[config.mk]
export PLATFORM = sky130hd
export DESIGN_NAME = ip_lb_dst_steer
export DESIGN_NICKNAME = d
export VERILOG_FILES = /design/src/rtl/ip_lb_dst_steer.sv
export SDC_FILE = /design/constraint.sdc
export NUM_CORES = 1
export LEC_CHECK = 0
export BUFFER_PORTS_ARGS = -buffer_cell sky130_fd_sc_hd__buf_2
export CORE_MARGIN = 3
export CORE_UTILIZATION = 58
export CTS_CLUSTER_SIZE = 30
export DETAILED_ROUTE_END_ITERATION = 8
export PLACE_DENSITY = 0.79
export RECOVER_POWER = 25
export SYNTH_ARGS = -nofsm -noshare
export SYNTH_HDL_FRONTEND = slang
export SYNTH_SLANG_ARGS = --single-unit
[constraint.sdc]
create_clock -name clk -period 13.1 [get_ports clk]
set_clock_uncertainty 0.15 [all_clocks]
set_input_delay 3.275 -clock clk [delete_from_list [all_inputs] [get_ports clk]]
set_output_delay 3.275 -clock clk [all_outputs]
set_load 0.01 [all_outputs]
[src/rtl/ip_lb_dst_steer.sv]
// Flow steering stage: holds the leading flits of a message until the 4-tuple hash selects a
// destination tile, rewrites the header's dst x/y to that tile, then forwards the message.
`timescale 1ns/1ps
module ip_lb_dst_steer #(
    parameter int NUM_DSTS_LOG2  = 2,
    parameter int XY_W           = 8,
    parameter int BUF_DEPTH      = 8,
    parameter int NOC_DATA_WIDTH = 64,
    parameter int HDR_DST_X_LSB  = NOC_DATA_WIDTH - XY_W,
    parameter int HDR_DST_Y_LSB  = NOC_DATA_WIDTH - 2 * XY_W
) (
    input  logic                                      clk,
    input  logic                                      rst_n,
    input  logic                                      src_steer_val,
    input  logic [NOC_DATA_WIDTH-1:0]                 src_steer_data,
    input  logic                                      src_steer_last,
    output logic                                      steer_src_rdy,
    input  logic                                      src_steer_tuple_val,
    input  logic [95:0]                               src_steer_tuple,
    output logic                                      steer_src_tuple_rdy,
    output logic                                      steer_dst_val,
    output logic [NOC_DATA_WIDTH-1:0]                 steer_dst_data,
    output logic                                      steer_dst_last,
    input  logic                                      dst_steer_rdy,
    input  logic [(2**NUM_DSTS_LOG2)*2*XY_W-1:0]      dst_table,
    output logic [NUM_DSTS_LOG2-1:0]                  steer_dst_idx,
    output logic [1:0]                                steer_state_dbg
);

    // Handshakes: a transfer happens on a rising edge where val and rdy are both high; a sender
    // holds val and its payload steady until that edge, and rdy never waits on val.
    // The tuple is packed {src_ip[95:64], dst_ip[63:32], src_port[31:16], dst_port[15:0]}.

    localparam int TUPLE_W    = 96;
    localparam int NUM_SLICES = (TUPLE_W + NUM_DSTS_LOG2 - 1) / NUM_DSTS_LOG2;
    localparam int HASH_W     = NUM_SLICES * NUM_DSTS_LOG2;
    localparam int AW         = $clog2(BUF_DEPTH);
    localparam int PTR_W      = AW + 1;
    localparam int ENTRY_W    = 2 * XY_W;
    localparam logic [PTR_W-1:0] PTR_ONE = PTR_W'(1);

    typedef enum logic [1:0] {
        ST_BUFFER = 2'd0,
        ST_HASH   = 2'd1,
        ST_DRAIN  = 2'd2,
        ST_PASS   = 2'd3
    } state_e;

    state_e                     state_q, state_d;
    logic [PTR_W-1:0]           wr_ptr_q, wr_ptr_d;
    logic [PTR_W-1:0]           rd_ptr_q, rd_ptr_d;
    logic [TUPLE_W-1:0]         tuple_q, tuple_d;
    logic [NUM_DSTS_LOG2-1:0]   idx_q, idx_d;
    logic [ENTRY_W-1:0]         dst_xy_q, dst_xy_d;
    logic                       hdr_pending_q, hdr_pending_d;
    logic                       buf_has_last_q, buf_has_last_d;

    logic [NOC_DATA_WIDTH:0]    buf_mem_q [BUF_DEPTH];
    logic                       buf_push;
    logic                       buf_empty;
    logic                       buf_full;
    logic [NOC_DATA_WIDTH-1:0]  head_data;
    logic                       head_last;
    logic [NOC_DATA_WIDTH-1:0]  hdr_data;
    logic [HASH_W-1:0]          hash_in;
    logic [NUM_DSTS_LOG2-1:0]   hash_idx;
    logic [ENTRY_W-1:0]         table_entry;

    assign buf_empty = (wr_ptr_q == rd_ptr_q);
    assign buf_full  = (wr_ptr_q[AW] != rd_ptr_q[AW]) &&
                       (wr_ptr_q[AW-1:0] == rd_ptr_q[AW-1:0]);

    assign steer_dst_idx   = idx_q;
    assign steer_state_dbg = state_q;

    always_comb begin
        hash_in  = HASH_W'(tuple_q);
        hash_idx = '0;
        for (int i = 0; i < NUM_SLICES; i++) begin
            hash_idx = hash_idx ^ hash_in[i*NUM_DSTS_LOG2 +: NUM_DSTS_LOG2];
        end
        table_entry = dst_table[int'(hash_idx)*ENTRY_W +: ENTRY_W];
    end

    always_comb begin
        {head_last, head_data} = buf_mem_q[rd_ptr_q[AW-1:0]];
        hdr_data = head_data;
        hdr_data[HDR_DST_X_LSB +: XY_W] = dst_xy_q[ENTRY_W-1 -: XY_W];
        hdr_data[HDR_DST_Y_LSB +: XY_W] = dst_xy_q[XY_W-1:0];
    end

    always_comb begin
        state_d             = state_q;
        wr_ptr_d            = wr_ptr_q;
        rd_ptr_d            = rd_ptr_q;
        tuple_d             = tuple_q;
        idx_d               = idx_q;
        dst_xy_d            = dst_xy_q;
        hdr_pending_d       = hdr_pending_q;
        buf_has_last_d      = buf_has_last_q;
        buf_push            = 1'b0;
        steer_src_rdy       = 1'b0;
        steer_src_tuple_rdy = 1'b0;
        steer_dst_val       = 1'b0;
        steer_dst_data      = '0;
        steer_dst_last      = 1'b0;

        case (state_q)
            ST_BUFFER: begin
                // Once a message's last flit is buffered, the next message must wait for its own hash.
                steer_src_rdy       = !buf_full && !buf_has_last_q;
                steer_src_tuple_rdy = !buf_empty;
                buf_push            = src_steer_val && steer_src_rdy;
                if (buf_push) begin
                    wr_ptr_d = wr_ptr_q + PTR_ONE;
                    if (src_steer_last) begin
                        buf_has_last_d = 1'b1;
                    end
                end
                if (src_steer_tuple_val && steer_src_tuple_rdy) begin
                    tuple_d = src_steer_tuple;
                    state_d = ST_HASH;
                end
            end
            ST_HASH: begin
                idx_d         = hash_idx;
                dst_xy_d      = table_entry;
                hdr_pending_d = 1'b1;
                state_d       = ST_DRAIN;
            end
            ST_DRAIN: begin
                steer_dst_val  = !buf_empty;
                steer_dst_data = hdr_pending_q ? hdr_data : head_data;
                steer_dst_last = head_last;
                if (steer_dst_val && dst_steer_rdy) begin
                    rd_ptr_d      = rd_ptr_q + PTR_ONE;
                    hdr_pending_d = 1'b0;
                    if ((rd_ptr_q + PTR_ONE) == wr_ptr_q) begin
                        buf_has_last_d = 1'b0;
                        state_d        = head_last ? ST_BUFFER : ST_PASS;
                    end
                end
            end
            ST_PASS: begin
                steer_dst_val  = src_steer_val;
                steer_dst_data = src_steer_data;
                steer_dst_last = src_steer_last;
                steer_src_rdy  = dst_steer_rdy;
                if (src_steer_val && dst_steer_rdy && src_steer_last) begin
                    state_d = ST_BUFFER;
                end
            end
            default: state_d = ST_BUFFER;
        endcase
    end

    always_ff @(posedge clk) begin
        if (!rst_n) begin
            state_q        <= ST_BUFFER;
            wr_ptr_q       <= '0;
            rd_ptr_q       <= '0;
            tuple_q        <= '0;
            idx_q          <= '0;
            dst_xy_q       <= '0;
            hdr_pending_q  <= 1'b0;
            buf_has_last_q <= 1'b0;
        end else begin
            state_q        <= state_d;
            wr_ptr_q       <= wr_ptr_d;
            rd_ptr_q       <= rd_ptr_d;
            tuple_q        <= tuple_d;
            idx_q          <= idx_d;
            dst_xy_q       <= dst_xy_d;
            hdr_pending_q  <= hdr_pending_d;
            buf_has_last_q <= buf_has_last_d;
        end
    end

    // Storage carries no reset; the pointers alone define which entries are live.
    always_ff @(posedge clk) begin
        if (buf_push) begin
            buf_mem_q[wr_ptr_q[AW-1:0]] <= {src_steer_last, src_steer_data};
        end
    end

endmodule

==> results.json, run 1 <==
{
  "p_seq_frac": 0.403,
  "area_growth_pct": 15.4,
  "cp.required_ns": 9.68,
  "gp_congestion": 0.793,
  "num_io_pins": 302,
  "slew_headroom": 0.233,
  "cts_tree": "yes",
  "cp.arrival_ns": 4.08,
  "synth_compound_area_frac": 0.0443,
  "p_switching_uw": 1900,
  "drc": 0,
  "dieArea_um2": 47500,
  "place_inst": 2451,
  "synth_area_um2": 26000,
  "syn_avg_cell_area_um2": 15.8,
  "netlist.top_cell.by_area": "edfxtp_1",
  "rows": 76,
  "track_usage": 0.251,
  "yosys-top-cells-area": "edfxtp_1, mux4_2, dfxtp_1, nand2_1, mux2i_1",
  "synthXorXnorAreaFrac": 0.0357,
  "cts_buffer_depth": 3,
  "cts_setup_buffers": 0,
  "h-tree-depth": 3,
  "cts_hold_buf": 0,
  "path_max_fanout": 9,
  "hold_start": "hash_in[66]",
  "synthAdderAreaFrac": 0.00288,
  "ant_nets": 0,
  "synthSimpleGateAreaFrac": 0.0510,
  "power.share.combinational": 0.314,
  "cap_violations": 0,
  "rsz0062_at_grt": "false",
  "viasPerCell": 5.90,
  "p_leak_uw": 0.00993,
  "start_kind": "input port",
  "final.setup.tns_ns": 0,
  "dp_hpwl_um": 33500,
  "final_util": 0.687,
  "first_pass_iters": 6,
  "final_cell_count_no_fill": 2572,
  "drive_above_1_share": 0.260,
  "worst-r2r-cell-count": 7,
  "final_cell_mix": "edfxtp_1, nand2_1, buf_2",
  "initial_utilization": 0.595,
  "synth_seq_area_share": 0.699,
  "clk_latency_ns": 0.58,
  "fin_crit_ns": 7.51,
  "cts.clk_slew.worst_paths_ns": 0.06,
  "synth_top_family_by_area": "multiplexers",
  "routed_wl_um": 59400,
  "vias": 15200,
  "synth_seq_cells": 649,
  "hold_depth": 2,
  "fin_crit_sh": 0.573,
  "path_class": "input port to output port",
  "hold_violations": 0,
  "wl_per_cell_um": 23.1,
  "layout_commonest_cell": "edfxtp_1",
  "reg2reg_slack_ns": 9.17,
  "drt-initial-drc-count": 1565,
  "synth_warnings": 0,
  "worst_pin_slew_ns": 1.15,
  "crit_path_end_kind": "output port",
  "cts_buffers": 66,
  "power_per_cell_area_nw_per_um2": 206,
  "grt_pass1_vias": 15400,
  "finalNetCount": 2170,
  "core_region_area_um2": 43700,
  "synth_cells": 1644,
  "grt_max_degree": 112,
  "internal_power_uw": 4300,
  "min_to": "hash_in[66]",
  "grt_pass1_wl_um": 89700,
  "fmax_ghz": 0.133,
  "switching_share": 0.307,
  "r2r-end": "buf_mem_q[7][59]",
  "grt_remaining_overflow": 0,
  "synth_cell_types": 37,
  "cts_resized": 0,
  "die_w_um": 218,
  "fp.dieH_um": 218,
  "finalMaxSlewViolations": 0,
  "antenna_found_initial": 8,
  "cts.root.buffer_cell": "clkbuf_16",
  "clkPwrFrac": 0.282,
  "synth_fp_nets": 1880,
  "yosys-mux-area-fraction": 0.150,
  "rr_startpoint": "wr_ptr_q[2]",
  "io_buffer_count": 301,
  "clock-sinks": 649,
  "synth_top_area_share": 0.600,
  "status": "finished, final reports clean",
  "setup_viol": 0,
  "hold_path.class": "flop to flop",
  "ir_worst_vdd_v": 0.000683
}
## worst max-delay path by stage
stage	startpoint	endpoint	slack, ns	cells after the start
6_report	src_steer_data[10]	steer_dst_data[10]	5.59	4
5_1_grt	src_steer_data[10]	steer_dst_data[10]	5.56	4
3_5_place_dp	dst_steer_rdy	steer_src_rdy	5.69	4
3_3_place_gp	dst_steer_rdy	steer_src_rdy	5.68	4
2_1_floorplan	src_steer_val	buf_mem_q[0][0]	2.77	2
4_1_cts	dst_steer_rdy	steer_src_rdy	5.69	4
## Yosys cell counts
| master | n |
|---|---|
| and2_1 | 3 |
| and3_1 | 2 |
| a22oi_1 | 1 |
| o221ai_1 | 16 |
| a211oi_1 | 3 |
| ha_1 | 6 |
| or3_1 | 2 |
| buf_4 | 1 |
| buf_1 | 21 |
| o41ai_1 | 1 |
| buf_6 | 3 |
| nand4_1 | 3 |
| a22o_1 | 2 |
| nand3_1 | 4 |
| nor3_1 | 6 |
| inv_1 | 5 |
| mux2_2 | 1 |
| buf_8 | 1 |
| a311oi_1 | 1 |
| nor4_1 | 1 |
| nor3b_1 | 1 |
| xnor3_1 | 2 |
| mux2i_1 | 96 |
| nand2_1 | 286 |
| edfxtp_1 | 520 |
| xor2_1 | 12 |
| xnor2_1 | 89 |
| a31oi_1 | 2 |
| a21oi_1 | 120 |
| nand2b_1 | 2 |
| or2_1 | 1 |
| clkbuf_1 | 63 |
| nor2_1 | 29 |
| dfxtp_1 | 129 |
| o21ai_0 | 67 |
| mux4_2 | 130 |
| buf_2 | 12 |
## power groups by stage
| stage | clock network (µW) | logic [µW] | registers, µW |
|---|---|---|---|
| global placement | 0 | 1920 | 2530 |
| CTS | 1790 | 1980 | 2500 |
| detailed placement | 0 | 1980 | 2540 |
| floorplan | 0 | 1640 | 2530 |
| global route | 1860 | 2100 | 2520 |
| finish | 1750 | 1950 | 2500 |
## layout make-up
cell class / count / area (µm²)
Inverter: 5 / 18.8
Tap cell: 585 / 732
Timing Repair Buffer: 323 / 1630
Clock inverter: 29 / 221
Antenna cell: 1 / 2.50
Sequential cell: 649 / 18200
Fill cell: 2881 / 13700
Multi-Input combinational cell: 889 / 7450
Clock buffer: 91 / 1790
## cell families (layout without fill, tap and decap cells)
| group | after synthesis | count (layout) |
|---|---|---|
| other | 0 | 1 |
| AO/OA/AOI/OAI | 213 | 213 |
| AND/OR/NAND/NOR | 340 | 340 |
| buffers and inverters | 106 | 448 |
| adder cells (fa/ha/maj) | 6 | 6 |
| flip-flops | 649 | 649 |
| XOR/XNOR | 103 | 103 |
| multiplexers | 227 | 227 |
## worst max-delay path, cell delays in order
cell	delay (ns)
clkbuf_1	0.29
nand2_1	0.09
o21ai_0	0.20
buf_2	0.21
## per-stage QoR
step | total power, µW | setup slack [ns] | area (µm²) | hold slack (ns)
after floorplan | 4170 | 2.77 | 26000 | 0.283
after global placement | 4450 | 5.68 | 28100 | 0.302
after detailed placement | 4520 | 5.69 | 28100 | 0.302
after CTS | 6270 | 5.69 | 30100 | 0.318
after global routing | 6480 | 5.56 | 30100 | 0.333
final | 6200 | 5.59 | 30100 | 0.317
## layer usage
| metal | wire, µm | global-route usage | vias to the layer above |
|---|---|---|---|
| met5 | 91 | 0 | - |
| met4 | 1510 | 0.0789 | 14 |
| met3 | 4630 | 0.0553 | 140 |
| met2 | 28700 | 0.409 | 643 |
| met1 | 24400 | 0.343 | 7589 |
| li1 | - | - | 6788 |
## registers in the layout (all words and copies together), names as in the netlist, named ones only
register	flops
dst_xy_q	16
steer_dst_idx	2
buf_mem_q	520
wr_ptr_q	4
buf_has_last_q	1
hash_in	96
hdr_pending_q	1
steer_state_dbg	2
rd_ptr_q	4
Note: power is estimated with default switching activity, not from simulation.
==> run 2: changes to the inputs <==
==> constraint.sdc (replaced) <==
create_clock -name clk -period 7.4 [get_ports clk]
set_clock_uncertainty 0.15 [all_clocks]
set_input_delay 1.85 -clock clk [delete_from_list [all_inputs] [get_ports clk]]
set_output_delay 1.85 -clock clk [all_outputs]
set_load 0.01 [all_outputs]
==> results.json, run 2 (same netlist as run 1, synthesis figures left out) <==
{
  "total_power_uw": 10600,
  "rows": 76,
  "cts_buffers": 66,
  "first_pass_iters": 5,
  "largest_reg_flops": 520,
  "rr_startpoint": "wr_ptr_q[2]",
  "crit_path_top_delay_cell": "dfxtp_4",
  "cts_resized": 0,
  "use_met1": 0.355,
  "cts_hold_buf": 0,
  "grt_remaining_overflow": 0,
  "r2r-end": "buf_mem_q[5][32]",
  "ant_nets": 0,
  "drt-initial-drc-count": 1298,
  "cp.arrival_ns": 3.34,
  "fmax_ghz": 0.187,
  "vias": 15200,
  "io_buffer_count": 301,
  "wl_per_cell_um": 23.2,
  "finalNetCount": 2171,
  "final_cell_mix": "edfxtp_1, nand2_1, buf_2",
  "cap_violations": 0,
  "clock-sinks": 649,
  "cts.clk_slew.worst_paths_ns": 0.06,
  "fin_crit_sh": 0.722,
  "antenna_found_initial": 9,
  "p_leak_uw": 0.0100,
  "status": "finished, final reports clean",
  "h-tree-depth": 3,
  "slew_headroom": 0.241,
  "busiest_layer": "met2",
  "fin_crit_ns": 5.34,
  "num_io_pins": 302,
  "dieArea_um2": 47500,
  "die_w_um": 218,
  "rsz0062_at_grt": "false",
  "crit_path_end_kind": "output port",
  "initial_utilization": 0.595,
  "met3_usage": 0.0538,
  "core_region_area_um2": 43700,
  "worst-r2r-cell-count": 7,
  "track_usage": 0.255,
  "path_class": "flop to output port",
  "internal_power_uw": 7530,
  "clk_latency_ns": 0.58,
  "drc": 0,
  "hold_path.class": "flop to flop",
  "drive_above_1_share": 0.262,
  "path_max_fanout": 40,
  "dp_hpwl_um": 34800,
  "reg2reg_slack_ns": 3.51,
  "power_per_cell_area_nw_per_um2": 351,
  "hold_start": "hash_in[59]",
  "grt_pass1_wl_um": 91500,
  "p_switching_uw": 3080,
  "cts_setup_buffers": 0,
  "hold_depth": 2,
  "crit_path_max_incr_delay_ns": 0.89,
  "viasPerCell": 5.91,
  "worst_pin_slew_ns": 1.14,
  "fp.dieH_um": 218,
  "final.setup.tns_ns": 0,
  "path_cells": "buf_4, mux4_2, mux2i_1, o21ai_0, buf_2",
  "start_kind": "flop",
  "min_to": "hash_in[59]",
  "gp_congestion": 0.796,
  "grt_pass1_vias": 15500,
  "power.share.combinational": 0.271,
  "p_seq_frac": 0.418,
  "setup_viol": 0,
  "hold_violations": 0,
  "routed_wl_um": 59600,
  "switching_share": 0.291,
  "area_growth_pct": 16.0,
  "cts.root.buffer_cell": "clkbuf_16",
  "grt_max_degree": 111,
  "grtUsageMet2": 0.412,
  "cts_tree": "yes",
  "clkPwrFrac": 0.310,
  "finalMaxSlewViolations": 0,
  "ir_worst_vdd_v": 0.000592,
  "cp.required_ns": 5.40,
  "fill_cells": 2866,
  "layout_commonest_cell": "edfxtp_1",
  "cts_buffer_depth": 3
}
run 2: changes by cell type in the layout (fill, tap and decap cells not counted), sizes merged:
cell	before	now
bufinv	2	6
buf	281	279
diode	1	3
inv	9	7
clkbuf	133	132
clkinv	22	21
run 2: how the worst max path moves through the flow:
stage,end,slack (ns),depth (start not counted)
2_1_floorplan,buf_mem_q[1][0],0.22,2
4_1_cts,steer_dst_data[2],1.93,5
5_1_grt,steer_dst_data[2],1.79,5
3_3_place_gp,steer_dst_data[0],2.68,5
6_report,steer_dst_data[2],2.06,5
3_5_place_dp,steer_dst_data[0],2.62,5
run 2: routing by layer:
layer	wire length, µm	part of all wire
met1	24500	0.41
met2	28500	0.48
met3	5030	0.084
met4	1530	0.026
met5	87	0.0015
run 2: cell type report:
cell class / count / area, µm² / area share
tap: 585 / 732 / 0.0242
timing repair buffer: 324 / 1640 / 0.0541
antenna: 3 / 7.51 / 0.000248
inverter: 5 / 18.8 / 0.000621
sequential: 649 / 18200 / 0.603
clock inverter: 30 / 297 / 0.00982
multi-input combinational: 889 / 7470 / 0.247
clock buffer: 87 / 1840 / 0.0610
run 2: metrics by stage:
step           cells  hold WS (ns)  setup slack (ns)   util  area (µm²)
4_1_cts         2569         0.317              1.93  0.692       30300
3_3_place_gp    2452         0.304              2.68  0.643       28100
3_5_place_dp    2452         0.309              2.62  0.643       28100
6_report        2572         0.316              2.06  0.691       30200
5_1_grt         2570         0.334              1.79  0.691       30200
2_1_floorplan   1644         0.283             0.221      -       26000
run 2: power groups by stage:
stage / Combinational, µW / Sequential, µW / Clock, µW
after floorplan: 2900 / 4470 / 0
after detailed placement: 2880 / 4510 / 0
after global routing: 3020 / 4470 / 3510
after CTS: 2890 / 4440 / 3340
final: 2880 / 4440 / 3290
after global placement: 2880 / 4490 / 0
run 2: worst max-delay path: cells and delay by family, from the launching register on:
family,cells,cell delay [ns]
multiplexers,2,0.81
AO/OA/AOI/OAI,1,0.16
flip-flops,1,0.89
buffers and inverters,2,0.86
